--- config.mk ---
export PLATFORM = sky130hd
export DESIGN_NAME = clk_div_ctrl
export DESIGN_NICKNAME = d
export VERILOG_FILES = /design/src/rtl/clk_div_pkg.sv /design/src/rtl/clk_div_core.sv /design/src/rtl/clk_div_ctrl.sv
export SDC_FILE = /design/constraint.sdc
export NUM_CORES = 1
export LEC_CHECK = 0
export ABC_AREA = 1
export BUFFER_PORTS_ARGS = -buffer_cell sky130_fd_sc_hd__buf_2
export CAP_MARGIN = 0
export CORE_ASPECT_RATIO = 1.75
export CORE_MARGIN = 1.5
export CORE_UTILIZATION = 30
export DETAILED_ROUTE_END_ITERATION = 10
export MAX_ROUTING_LAYER = met4
export PLACE_DENSITY = 0.45
export SYNTH_ARGS = -nofsm -noshare
export SYNTH_HDL_FRONTEND = slang
export SYNTH_HIERARCHICAL = 1
export SYNTH_SLANG_ARGS = --single-unit
--- constraint.sdc ---
create_clock -name clkin -period 5.3 [get_ports clkin]
set_input_delay 0.53 -clock clkin [delete_from_list [all_inputs] [get_ports clkin]]
set_output_delay 0.53 -clock clkin [all_outputs]
set_load 0.03 [all_outputs]
--- src/rtl/clk_div_pkg.sv ---
// clk_div_pkg: shared types and defaults for the programmable clock divider.
// Holds the controller state enum and the default counter width / reset ratio.
// No ports; imported by clk_div_core and clk_div_ctrl.
package clk_div_pkg;

  localparam int CLK_DIV_CNT_W_DEF = 16;
  // Half-period minus one; 7 gives clkout = clkin / 16.
  localparam int CLK_DIV_RESET_DEF = 7;

  typedef enum logic [1:0] {
    IDLE = 2'd0,
    RUN  = 2'd1,
    STOP = 2'd2
  } clk_div_state_t;

endpackage

--- src/rtl/clk_div_core.sv ---
// clk_div_core: half-period counter and clkout/tick toggle for the divider.
// Latency: start -> clkout/tick high on the next edge; toggles registered.
// Backpressure: none; the controller steers it with start/en/no_rise/load.
// Ports:
//   clkin, rst        clock and synchronous active-high reset
//   en                count and toggle at the half-period boundary
//   start             force a rising edge next cycle (cnt restarts at 0)
//   no_rise           at the boundary, drive clkout low instead of toggling
//   load, load_val    replace the active half-period (minus one)
//   wrap              cnt has reached the active half-period
//   clkout, tick      divided clock and its one-cycle rising-edge strobe
module clk_div_core
  import clk_div_pkg::*;
#(
  parameter int          CNT_W     = CLK_DIV_CNT_W_DEF,
  parameter int unsigned DIV_RESET = CLK_DIV_RESET_DEF
) (
  input  logic             clkin,
  input  logic             rst,
  input  logic             en,
  input  logic             start,
  input  logic             no_rise,
  input  logic             load,
  input  logic [CNT_W-1:0] load_val,
  output logic             wrap,
  output logic             clkout,
  output logic             tick
);

  logic [CNT_W-1:0] cnt;
  logic [CNT_W-1:0] half_q;

  // cnt is reset to 0 at every boundary, so it never exceeds half_q and
  // an all-ones half_q simply counts the full 2^CNT_W cycles.
  assign wrap = (cnt == half_q);

  always_ff @(posedge clkin) begin
    if (rst) begin
      cnt    <= '0;
      half_q <= CNT_W'(DIV_RESET);
      clkout <= 1'b0;
      tick   <= 1'b0;
    end else begin
      if (load) begin
        half_q <= load_val;
      end
      if (start) begin
        cnt    <= '0;
        clkout <= 1'b1;
        tick   <= 1'b1;
      end else if (en) begin
        if (wrap) begin
          cnt <= '0;
          if (no_rise) begin
            // Stopping: end the current half low, never issue a rising edge.
            clkout <= 1'b0;
            tick   <= 1'b0;
          end else begin
            clkout <= ~clkout;
            tick   <= ~clkout;
          end
        end else begin
          cnt  <= cnt + CNT_W'(1);
          tick <= 1'b0;
        end
      end else begin
        cnt    <= '0;
        clkout <= 1'b0;
        tick   <= 1'b0;
      end
    end
  end

endmodule

--- src/rtl/clk_div_ctrl.sv ---
// clk_div_ctrl: run/stop FSM and ratio update handshake around clk_div_core.
// Latency: run rise in IDLE -> clkout/tick high next cycle; new ratio at next clkout rise.
// Backpressure: cfg_ready low while one ratio word is pending application.
// Ports:
//   clkin, rst            clock and synchronous active-high reset
//   run                   level: 1 generates clkout, 0 stops at the end of the half
//   cfg_valid, cfg_half   offered half-period minus one
//   cfg_ready             a config word can be accepted this cycle
//   clkout, tick          divided clock and rising-edge strobe
//   active                controller is in RUN or STOP
module clk_div_ctrl
  import clk_div_pkg::*;
#(
  parameter int          CNT_W     = CLK_DIV_CNT_W_DEF,
  parameter int unsigned DIV_RESET = CLK_DIV_RESET_DEF
) (
  input  logic             clkin,
  input  logic             rst,
  input  logic             run,
  input  logic             cfg_valid,
  input  logic [CNT_W-1:0] cfg_half,
  output logic             cfg_ready,
  output logic             clkout,
  output logic             tick,
  output logic             active
);

  clk_div_state_t   state, state_n;
  logic [CNT_W-1:0] pend_q;
  logic             pend_v;

  logic core_en, core_start, core_no_rise, apply, wrap;

  assign cfg_ready = ~pend_v;
  assign active    = (state != IDLE);

  always_ff @(posedge clkin) begin
    if (rst) begin
      state <= IDLE;
    end else begin
      state <= state_n;
    end
  end

  always_comb begin
    state_n      = state;
    core_en      = 1'b0;
    core_start   = 1'b0;
    core_no_rise = 1'b0;
    apply        = 1'b0;
    case (state)
      IDLE: begin
        apply = pend_v;
        if (run) begin
          core_start = 1'b1;
          state_n    = RUN;
        end
      end
      RUN: begin
        core_en = 1'b1;
        // Ratio changes only on a 0->1 toggle so no runt phase is produced.
        apply   = pend_v & wrap & ~clkout;
        if (!run) begin
          state_n = STOP;
        end
      end
      STOP: begin
        core_en = 1'b1;
        if (run) begin
          // Resume without disturbing cnt or clkout.
          state_n = RUN;
          apply   = pend_v & wrap & ~clkout;
        end else begin
          core_no_rise = 1'b1;
          if (wrap) begin
            state_n = IDLE;
          end
        end
      end
      default: state_n = IDLE;
    endcase
  end

  // A word is accepted only while nothing is pending, so apply and accept
  // can never coincide.
  always_ff @(posedge clkin) begin
    if (rst) begin
      pend_q <= '0;
      pend_v <= 1'b0;
    end else if (apply) begin
      pend_v <= 1'b0;
    end else if (cfg_valid && !pend_v) begin
      pend_q <= cfg_half;
      pend_v <= 1'b1;
    end
  end

  clk_div_core #(
    .CNT_W    (CNT_W),
    .DIV_RESET(DIV_RESET)
  ) u_core (
    .clkin   (clkin),
    .rst     (rst),
    .en      (core_en),
    .start   (core_start),
    .no_rise (core_no_rise),
    .load    (apply),
    .load_val(pend_q),
    .wrap    (wrap),
    .clkout  (clkout),
    .tick    (tick)
  );

endmodule
==> impl_metrics.tcl, run 1 <==
set metrics [dict create \
    outcome "completed" \
    power_density_mw_per_mm2 394.4 \
    holdBufCountCts 0 \
    num-nets-final 401 \
    overflow 0 \
    gr-max-usage-layer "met2" \
    antenna_found_initial 0 \
    drv_slew 0 \
    die_area_sq_mm 0.008820 \
    dp_hpwl_um 3887 \
    core_sq_mm 0.007963 \
    root_buffer "clkbuf_16" \
    vias 2077 \
    crit_type "flop to flop" \
    clock_skew_ps 10.21 \
    fp-row-count 43 \
    clock-sinks 53 \
    global_route.usage.met2_pct 22.51 \
    initial_core_util_pct 31.07 \
    ctsHtreeMaxLevel 2 \
    place.gp.congestion 0.8100 \
    grt_pass1_wl_um 8763 \
    p_leak_nw 1.234 \
    groute.usage.overall_pct 13.01 \
    endpoint "u_core/half_q[5]" \
    post_cts_buffers 0 \
    critPathMostFrequentCell "inv_1" \
    grt_use_met1_pct 14.11 \
    cp_slowest_stage_delay_ps 370 \
    hold_class "input port to flop" \
    io_pins 24 \
    netlist_instances 353 \
    ctsResizeCount 0 \
    grt_pass1_vias 1931 \
    wire_per_inst_um 10.78 \
    relSlewSlack_pct 57.85 \
    r2r-start "u_core/cnt[9]" \
    end_kind "flop" \
    r2r_cells 15 \
    syn2layout_area_growth_pct 12.85 \
    n_fill_cell 876 \
    final_core_util_pct 35.06 \
    finalHoldViolations 0 \
    rsz0062_at_grt "no" \
    dieHeight_um 123.1 \
    syn_nets 378 \
    use_met3_pct 2.200 \
    netlist_area_sq_mm 0.002474 \
    syn_area_per_cell_sq_um 7.007 \
    crit_slowest_cell "dfxtp_1" \
    drtPass1Iterations 5 \
    clkLatencyLatePin_ps 290 \
    min_period_over_period_pct 44.58 \
    viasPerCell 4.448 \
    grt_max_degree 27 \
    drc_errors 0 \
    die_w_um 71.64 \
    design_area_sq_mm 0.002791 \
    path_buf_inv 5 \
    portBuffers 23 \
    cp_top_family "simple AND/OR/NAND/NOR gates" \
    holdPathStages 3 \
    period_needed_ps 2363 \
    yosys.area.top_type_share_pct 42.89 \
    worstPathRequired_ps 5460 \
    crit_start "u_core/cnt[9]" \
    fmax_ghz 0.4233 \
    yosys_warnings 6 \
    cts_tree "done" \
    start_kind "flop" \
    reg2reg_slack_ps 2940 \
    drv_cap 0 \
    tns_ps 0 \
    rr_endpoint "u_core/half_q[5]" \
    cts_buffer_depth 2 \
    netlist.top_cell.by_area "dfxtp_1" \
    crit_arrival_ps 2520 \
    layout-drive-gt1-share_pct 13.00 \
    wirelength_um 5034 \
    synthTopCellsByArea "dfxtp_1, nand2_1, nor2_1" \
    setup_viol 0 \
    crit_fanout 26 \
    dpl_cell_area_sq_mm 0.002651 \
    crit_cells 15 \
    diodes 0 \
    crit_chain "inv_2 > nand2_1 > nand2_1 > nor2_1 > nand2_1 > nor2_2 > nand2_2 > inv_1 > inv_1 > o21ai_0 > nand3_1 > inv_1 > inv_1 > o21ai_0 > a21oi_1" \
    worst_pin_slew_ps 631.5 \
    drt_iter0_markers 71 \
    peakVddDrop_uv 211.2 \
    ys_seq_elements 53 \
    ys_types 23 \
    path_clk_slew_ps 70 \
    ant_nets 0 \
    cts-buffers-inserted 5 \
    yosysSeqAreaShare_pct 42.89 \
]
## kinds of logic (layout without fill, tap and decap cells)
logic type	after synthesis	count (layout)	share of synthesized area [%]
compound gates	52	52	10.52
simple gates	173	173	30.35
fa+ha+maj	5	5	2.529
buf+inv	60	84	10.17
xor+xnor	10	10	3.541
flops	53	53	42.89
## how the worst min path moves through the flow
stage	startpoint	to	slack, ps
6_report	cfg_half[6]	pend_q[6]	460
5_1_grt	cfg_half[4]	pend_q[4]	460
4_1_cts	cfg_half[6]	pend_q[6]	450
3_5_place_dp	u_core/half_q[15]	u_core/half_q[15]	470
3_3_place_gp	u_core/half_q[15]	u_core/half_q[15]	470
2_1_floorplan	pend_q[0]	u_core/half_q[0]	430
## power breakdown
group	switching (mW)	internal, mW
clock network	0.143	0.176
registers	0.0371	0.459
logic	0.190	0.0959
## flip-flops by register name, summed over array words and instances, names as in the netlist
| name | flops |
|---|---|
| u_core/tick | 1 |
| u_core/clkout | 1 |
| u_core/half_q | 16 |
| u_core/cnt | 16 |
| pend_v | 1 |
| state | 2 |
| pend_q | 16 |
## metrics by stage
step	worst slack [ps]	cells	power, mW	hold WS (ps)
after detailed placement	2906	459	0.7966	467.2
final	2937	467	1.101	458.9
after CTS	2870	467	1.125	453.4
after global routing	2493	467	1.194	458.7
after floorplan	3397	353	0.7311	431.0
after global placement	2952	459	0.7962	465.2
## cell usage after synthesis
cell type	instances
dfxtp_1	53
a21oi_1	20
nor2_4	2
inv_1	49
o21ai_0	28
nand2_1	72
xor2_1	10
nand2_2	6
o21ai_1	4
inv_2	3
nor3_1	8
inv_4	1
buf_6	3
nand3_1	12
clkbuf_2	1
nor2_2	5
nand2_4	1
ha_1	5
nor2_1	62
nand3_2	1
nor3_4	1
clkbuf_1	3
nand4_1	3
## layout by cell type, fill, tap and decap left out, types with 6 or more instances in the layout
cell type	instances
nand2_1	72
nor2_1	62
buf_2	23
dfxtp_1	53
nor3_1	8
nand2_2	6
nand3_1	12
o21ai_0	28
inv_1	49
a21oi_1	20
xor2_1	10
## cell type report
cell class                 instances  area [sq um]  area share, %
tap                               90         112.6          4.034
timing repair buffer              23         115.1          4.124
clock inverter                     1         7.507         0.2689
clock buffer                       7         132.6          4.751
inverter                          53         201.4          7.216
sequential                        53          1061          38.01
multi-input combinational        240          1161          41.60
## worst min-delay path, cell delays in order
cell and delay [ps]:
buf_2 70, nor2_1 30, nor2_1 80
## routing by layer
layer / up-vias / wire [um]
met5: - / 0
met1: 885 / 2265
met3: 14 / 121
met2: 37 / 2473
li1: 1141 / -
met4: 0 / 173
Note: power is estimated with default switching activity, not from simulation.
==> run 2: changes to the inputs <==
- PLACE_DENSITY: 0.45 -> 0.47
- clock period: 5.3 -> 2.1 ns (I/O delays scaled with it)
==> run 2 against run 1 <==
Effect of this change: count of clock-buffer cells in the layout fell by 1; clock power rose to 3.0 times the previous value; core utilization increased by 2.5 points; cell count increased by 3.9%; flip-flop and latch count stayed put; wire length rose by 6.9%; worst hold slack worse by 320 ps; final area rose by 7.2%; die area is the same; largest cell class unchanged; largest power group unchanged; highest routed layer unchanged.
==> impl_metrics.tcl, run 2 (synthesis gave the netlist of run 1 again) <==
set metrics [dict create \
    root_buffer "clkbuf_16" \
    tns_ps 0 \
    cp_slowest_stage_delay_ps 360 \
    fmax_ghz 0.5314 \
    place.gp.congestion 0.8331 \
    clkLatencyLatePin_ps 290 \
    start_kind "flop" \
    fp-row-count 43 \
    grt_pass1_wl_um 9246 \
    finalHoldViolations 0 \
    grt_max_degree 19 \
    setup_viol 0 \
    path_clk_slew_ps 70 \
    wirelength_um 5383 \
    clock_skew_ps 6.635 \
    vias 2177 \
    layout-drive-gt1-share_pct 20.00 \
    dp.cells 473 \
    wire_per_inst_um 11.10 \
    crit_fanout 6 \
    grt_pass1_vias 2026 \
    drt_iter0_markers 73 \
    power_density_mw_per_mm2 1015 \
    drv_slew 0 \
    antenna_found_initial 0 \
    worstPathRequired_ps 2330 \
    crit_arrival_ps 2110 \
    core_sq_mm 0.007963 \
    end_kind "flop" \
    portBuffers 23 \
    drv_cap 0 \
    diodes 0 \
    ant_nets 0 \
    outcome "completed" \
    syn2layout_area_growth_pct 20.99 \
    die_area_sq_mm 0.008820 \
    clock-sinks 53 \
    min_period_over_period_pct 89.60 \
    fin_cells 485 \
    hold_ws_ps 137.2 \
    mostFrequentLayoutCell "nand2_1" \
    crit_type "flop to flop" \
    crit_slowest_cell "dfxtp_1" \
    timing.final.ws_setup_ps 218.3 \
    path_buf_inv 6 \
    holdBufCountCts 0 \
    overflow 0 \
    cts_tree "done" \
    viasPerCell 4.489 \
    relSlewSlack_pct 69.95 \
    rsz0062_at_grt "yes" \
    hold_class "input port to flop" \
    cts_buffer_depth 2 \
    initial_core_util_pct 31.07 \
    cp_top_family "simple AND/OR/NAND/NOR gates" \
    dp_hpwl_um 4211 \
    final_cell_mix "nand2_1, nor2_1, dfxtp_1, inv_1, o21ai_0" \
    crit_chain "inv_1 > nand2_1 > nand2_1 > nor2_1 > nand2_2 > nor2_4 > nand2_2 > inv_1 > inv_1 > o21ai_1 > nand3_2 > clkinv_4 > clkinvlp_4 > buf_4 > a21oi_1" \
    ctsHtreeMaxLevel 2 \
    num-nets-final 419 \
    io_pins 24 \
    drtPass1Iterations 4 \
    worst_pin_slew_ps 447.4 \
    dieHeight_um 123.1 \
    drc_errors 0 \
    p_leak_nw 1.323 \
    dpl_worst_slack_ps 61.03 \
    reg_top3 "pend_q: 16 flops, u_core/cnt: 16 flops, u_core/half_q: 16 flops" \
    critPathMostFrequentCell "inv_1" \
    cts-buffers-inserted 5 \
    n_fill_cell 896 \
    die_w_um 71.64 \
    peakVddDrop_uv 595.2 \
    groute.usage.overall_pct 13.58 \
    period_needed_ps 1882 \
]
## run 2: cell count changes in the layout (fill, tap and decap cells not counted), sizes merged
cell      change
inv           -2
clkinvlp      +4
clkbuf        -1
buf          +15
bufinv        +1
clkinv        +1
## run 2: through the flow
stage / utilization, % / cell area [sq um] / total power [mW]
after floorplan: - / 2474 / 1.845
after global placement: 34.62 / 2756 / 2.061
after detailed placement: 34.62 / 2756 / 2.061
after CTS: 36.83 / 2933 / 3.036
after global routing: 37.59 / 2993 / 3.272
final: 37.59 / 2993 / 3.039
## run 2: per-layer routing
metal	vias to the layer above	global-route usage, %	share of wire, %
li1	1175	-	-
met1	971	14.82	42
met2	22	23.90	53
met3	9	2.200	1.8
met4	0	6.132	2.4
met5	-	-	0
## run 2: timing repair
action                                  CTS  global route
resized for setup                         0            18
endpoints found under the setup margin    0            15
buffers inserted                          0             1
## run 2: area by class of cell
cell class | count | area (sq um) | share of cell area [%]
inverter | 53 | 210.2 | 7.023
clock buffer | 6 | 138.9 | 4.640
sequential | 53 | 1070 | 35.74
tap | 90 | 112.6 | 3.763
timing repair buffer | 38 | 227.7 | 7.609
timing repair inverter | 3 | 20.02 | 0.6689
clock inverter | 2 | 37.54 | 1.254
multi-input combinational | 240 | 1176 | 39.30
## run 2: path summary, 6_finish.rpt
kind                            slack, ps      startpoint  depth (start not counted)           endpoint
worst max-delay path                  220  u_core/cnt[11]                         15  u_core/half_q[12]
worst min-delay path                  140    cfg_half[12]                          3         pend_q[12]
worst max register to register        220  u_core/cnt[11]                         15  u_core/half_q[12]
worst min register to register        470       pend_q[2]                          2   u_core/half_q[2]
## run 2: report_power, final
group | switching (mW) | internal [mW] | total (mW)
sequential | 0.0919 | 1.16 | 1.25
combinational | 0.540 | 0.291 | 0.831
clock | 0.362 | 0.595 | 0.957
## run 2: tightest hold or removal path: stages
cell and delay [ps]:
buf_2 80, nor2_1 30, nor2_1 80
==> run 3: changes to the inputs <==
- ABC_CLOCK_PERIOD_IN_PS: unset -> 2100
- PLACE_DENSITY: 0.47 -> unset
- PLACE_DENSITY_LB_ADDON: unset -> 0.1
==> run 3 against run 2 <==
Effect of this change: clock power grew 9.7%; power grew 6.8%; via count shrank 0.32%; final area grew 4.0%; sequential power is essentially flat; critical path type unchanged; critical endpoint is now u_core/half_q[15]; largest cell class unchanged.
==> impl_metrics.tcl, run 3 (synthesis gave the netlist of run 1 again) <==
set metrics [dict create \
    antenna_found_initial 0 \
    setup_viol 0 \
    die_w_um 71.64 \
    hold_class "input port to flop" \
    worstPathRequired_ps 2330 \
    use_met3_pct 2.689 \
    final_core_util_pct 39.08 \
    groute.usage.overall_pct 14.11 \
    drt_iter0_markers 124 \
    diodes 0 \
    cts-buffers-inserted 5 \
    cp_slowest_stage_delay_ps 380 \
    path_clk_slew_ps 70 \
    relSlewSlack_pct 65.26 \
    drv_slew 0 \
    grt_pass1_wl_um 9328 \
    outcome "completed" \
    crit_slowest_cell "dfxtp_1" \
    end_kind "flop" \
    peakVddDrop_uv 707.3 \
    global_route.usage.met2_pct 25.93 \
    cts_buffer_depth 2 \
    clock-sinks 53 \
    fmax_ghz 0.5084 \
    hp-start "cfg_half[4]" \
    fin_cells 490 \
    grt_use_met1_pct 14.50 \
    num-nets-final 424 \
    vias 2170 \
    period_needed_ps 1967 \
    cts_tree "done" \
    final_cell_mix "nand2_1, nor2_1, inv_1, dfxtp_1, buf_2" \
    finalHoldViolations 0 \
    clock_skew_ps 5.664 \
    drtPass1Iterations 4 \
    clkLatencyLatePin_ps 290 \
    place.gp.congestion 0.8012 \
    layout-drive-gt1-share_pct 26.50 \
    power_density_mw_per_mm2 1043 \
    drv_cap 0 \
    drc_errors 0 \
    syn2layout_area_growth_pct 25.80 \
    ant_nets 0 \
    reg_top3 "pend_q: 16 flops, u_core/cnt: 16 flops, u_core/half_q: 16 flops" \
    root_buffer "clkbuf_16" \
    mostFrequentLayoutCell "nand2_1" \
    io_pins 24 \
    portBuffers 23 \
    core_sq_mm 0.007963 \
    fp-row-count 43 \
    crit_type "flop to flop" \
    gr-max-usage-layer "met2" \
    wirelength_um 5678 \
    crit_fanout 8 \
    dp.cells 476 \
    initial_core_util_pct 31.07 \
    grt_max_degree 19 \
    cp_top_family "buffers and inverters" \
    crit_start "u_core/cnt[4]" \
    crit_chain "inv_1 > nand2_1 > nand2_1 > nor2_1 > nand2_1 > nor2_2 > nand2_2 > inv_2 > inv_2 > o21ai_2 > nand3_1 > inv_2 > clkinvlp_4 > buf_6 > buf_6 > a21oi_1" \
    min_period_over_period_pct 93.66 \
    die_area_sq_mm 0.008820 \
    path_buf_inv 7 \
    r2r-start "u_core/cnt[4]" \
    overflow 0 \
    p_leak_nw 1.385 \
    start_kind "flop" \
    ctsHtreeMaxLevel 2 \
    viasPerCell 4.429 \
    dieHeight_um 123.1 \
    wire_per_inst_um 11.59 \
    grt_pass1_vias 2063 \
    worst_pin_slew_ps 520.5 \
    crit_arrival_ps 2190 \
    dp_hpwl_um 4335 \
]
[run 3: layout make-up]
cell class | instances | area (sq um)
clock buffers | 5 | 125.1
clock inverters | 3 | 65.06
fillers | 880 | 4851
inverters | 53 | 205.2
multi-input cells | 240 | 1220
flip-flops and latches | 53 | 1081
well taps | 90 | 112.6
repair buffers | 46 | 302.8
[run 3: final timing paths]
kind,to,slack (ps),cells past startpoint
setup / recovery,u_core/half_q[15],130,16
hold reg to reg,u_core/half_q[11],460,2
setup reg to reg,u_core/half_q[15],130,16
hold / removal,pend_q[4],140,3
[run 3: metrics by stage]
stage               setup WS [ps]  hold slack (ps)  setup TNS (ps)  power, mW  instance area [sq um]
finish                      133.1            136.4               0      3.247                   3112
global route               -5.401            145.8          -11.16      3.476                   3112
CTS                         4.593            129.0               0      3.162                   2969
detailed placement          2.939            437.8               0      2.084                   2779
global placement            68.23            432.6               0      2.083                   2779
floorplan                   197.1            309.7               0      1.845                   2474
[run 3: worst reg2reg max path: stages (launching register included)]
cell	delay, ps
dfxtp_1	380
inv_1	90
nand2_1	60
nand2_1	50
nor2_1	100
nand2_1	70
nor2_2	140
nand2_2	70
inv_2	50
inv_2	30
o21ai_2	110
nand3_1	130
inv_2	110
clkinvlp_4	110
buf_6	150
buf_6	140
a21oi_1	110
[run 3: metal layers]
layer | share of wire (%) | vias up
met3 | 2.1 | 8
met5 | 0 | -
li1 | - | 1184
met4 | 1.9 | 0
met1 | 42 | 950
met2 | 54 | 28
[run 3: timing repair]
item,4_1_cts,5_1_grt
setup buffers,0,6
pin swaps,0,11
endpoints found under the setup margin,2,14
hold buffers,0,0
resized for setup,2,50
[run 3: power breakdown]
| part | internal [mW] | switching [mW] | leakage, nW |
|---|---|---|---|
| Clock | 0.681 | 0.370 | 0.0938 |
| Combinational | 0.366 | 0.577 | 0.851 |
| Sequential | 1.16 | 0.0935 | 0.440 |
| Total | 2.21 | 1.04 | 1.39 |
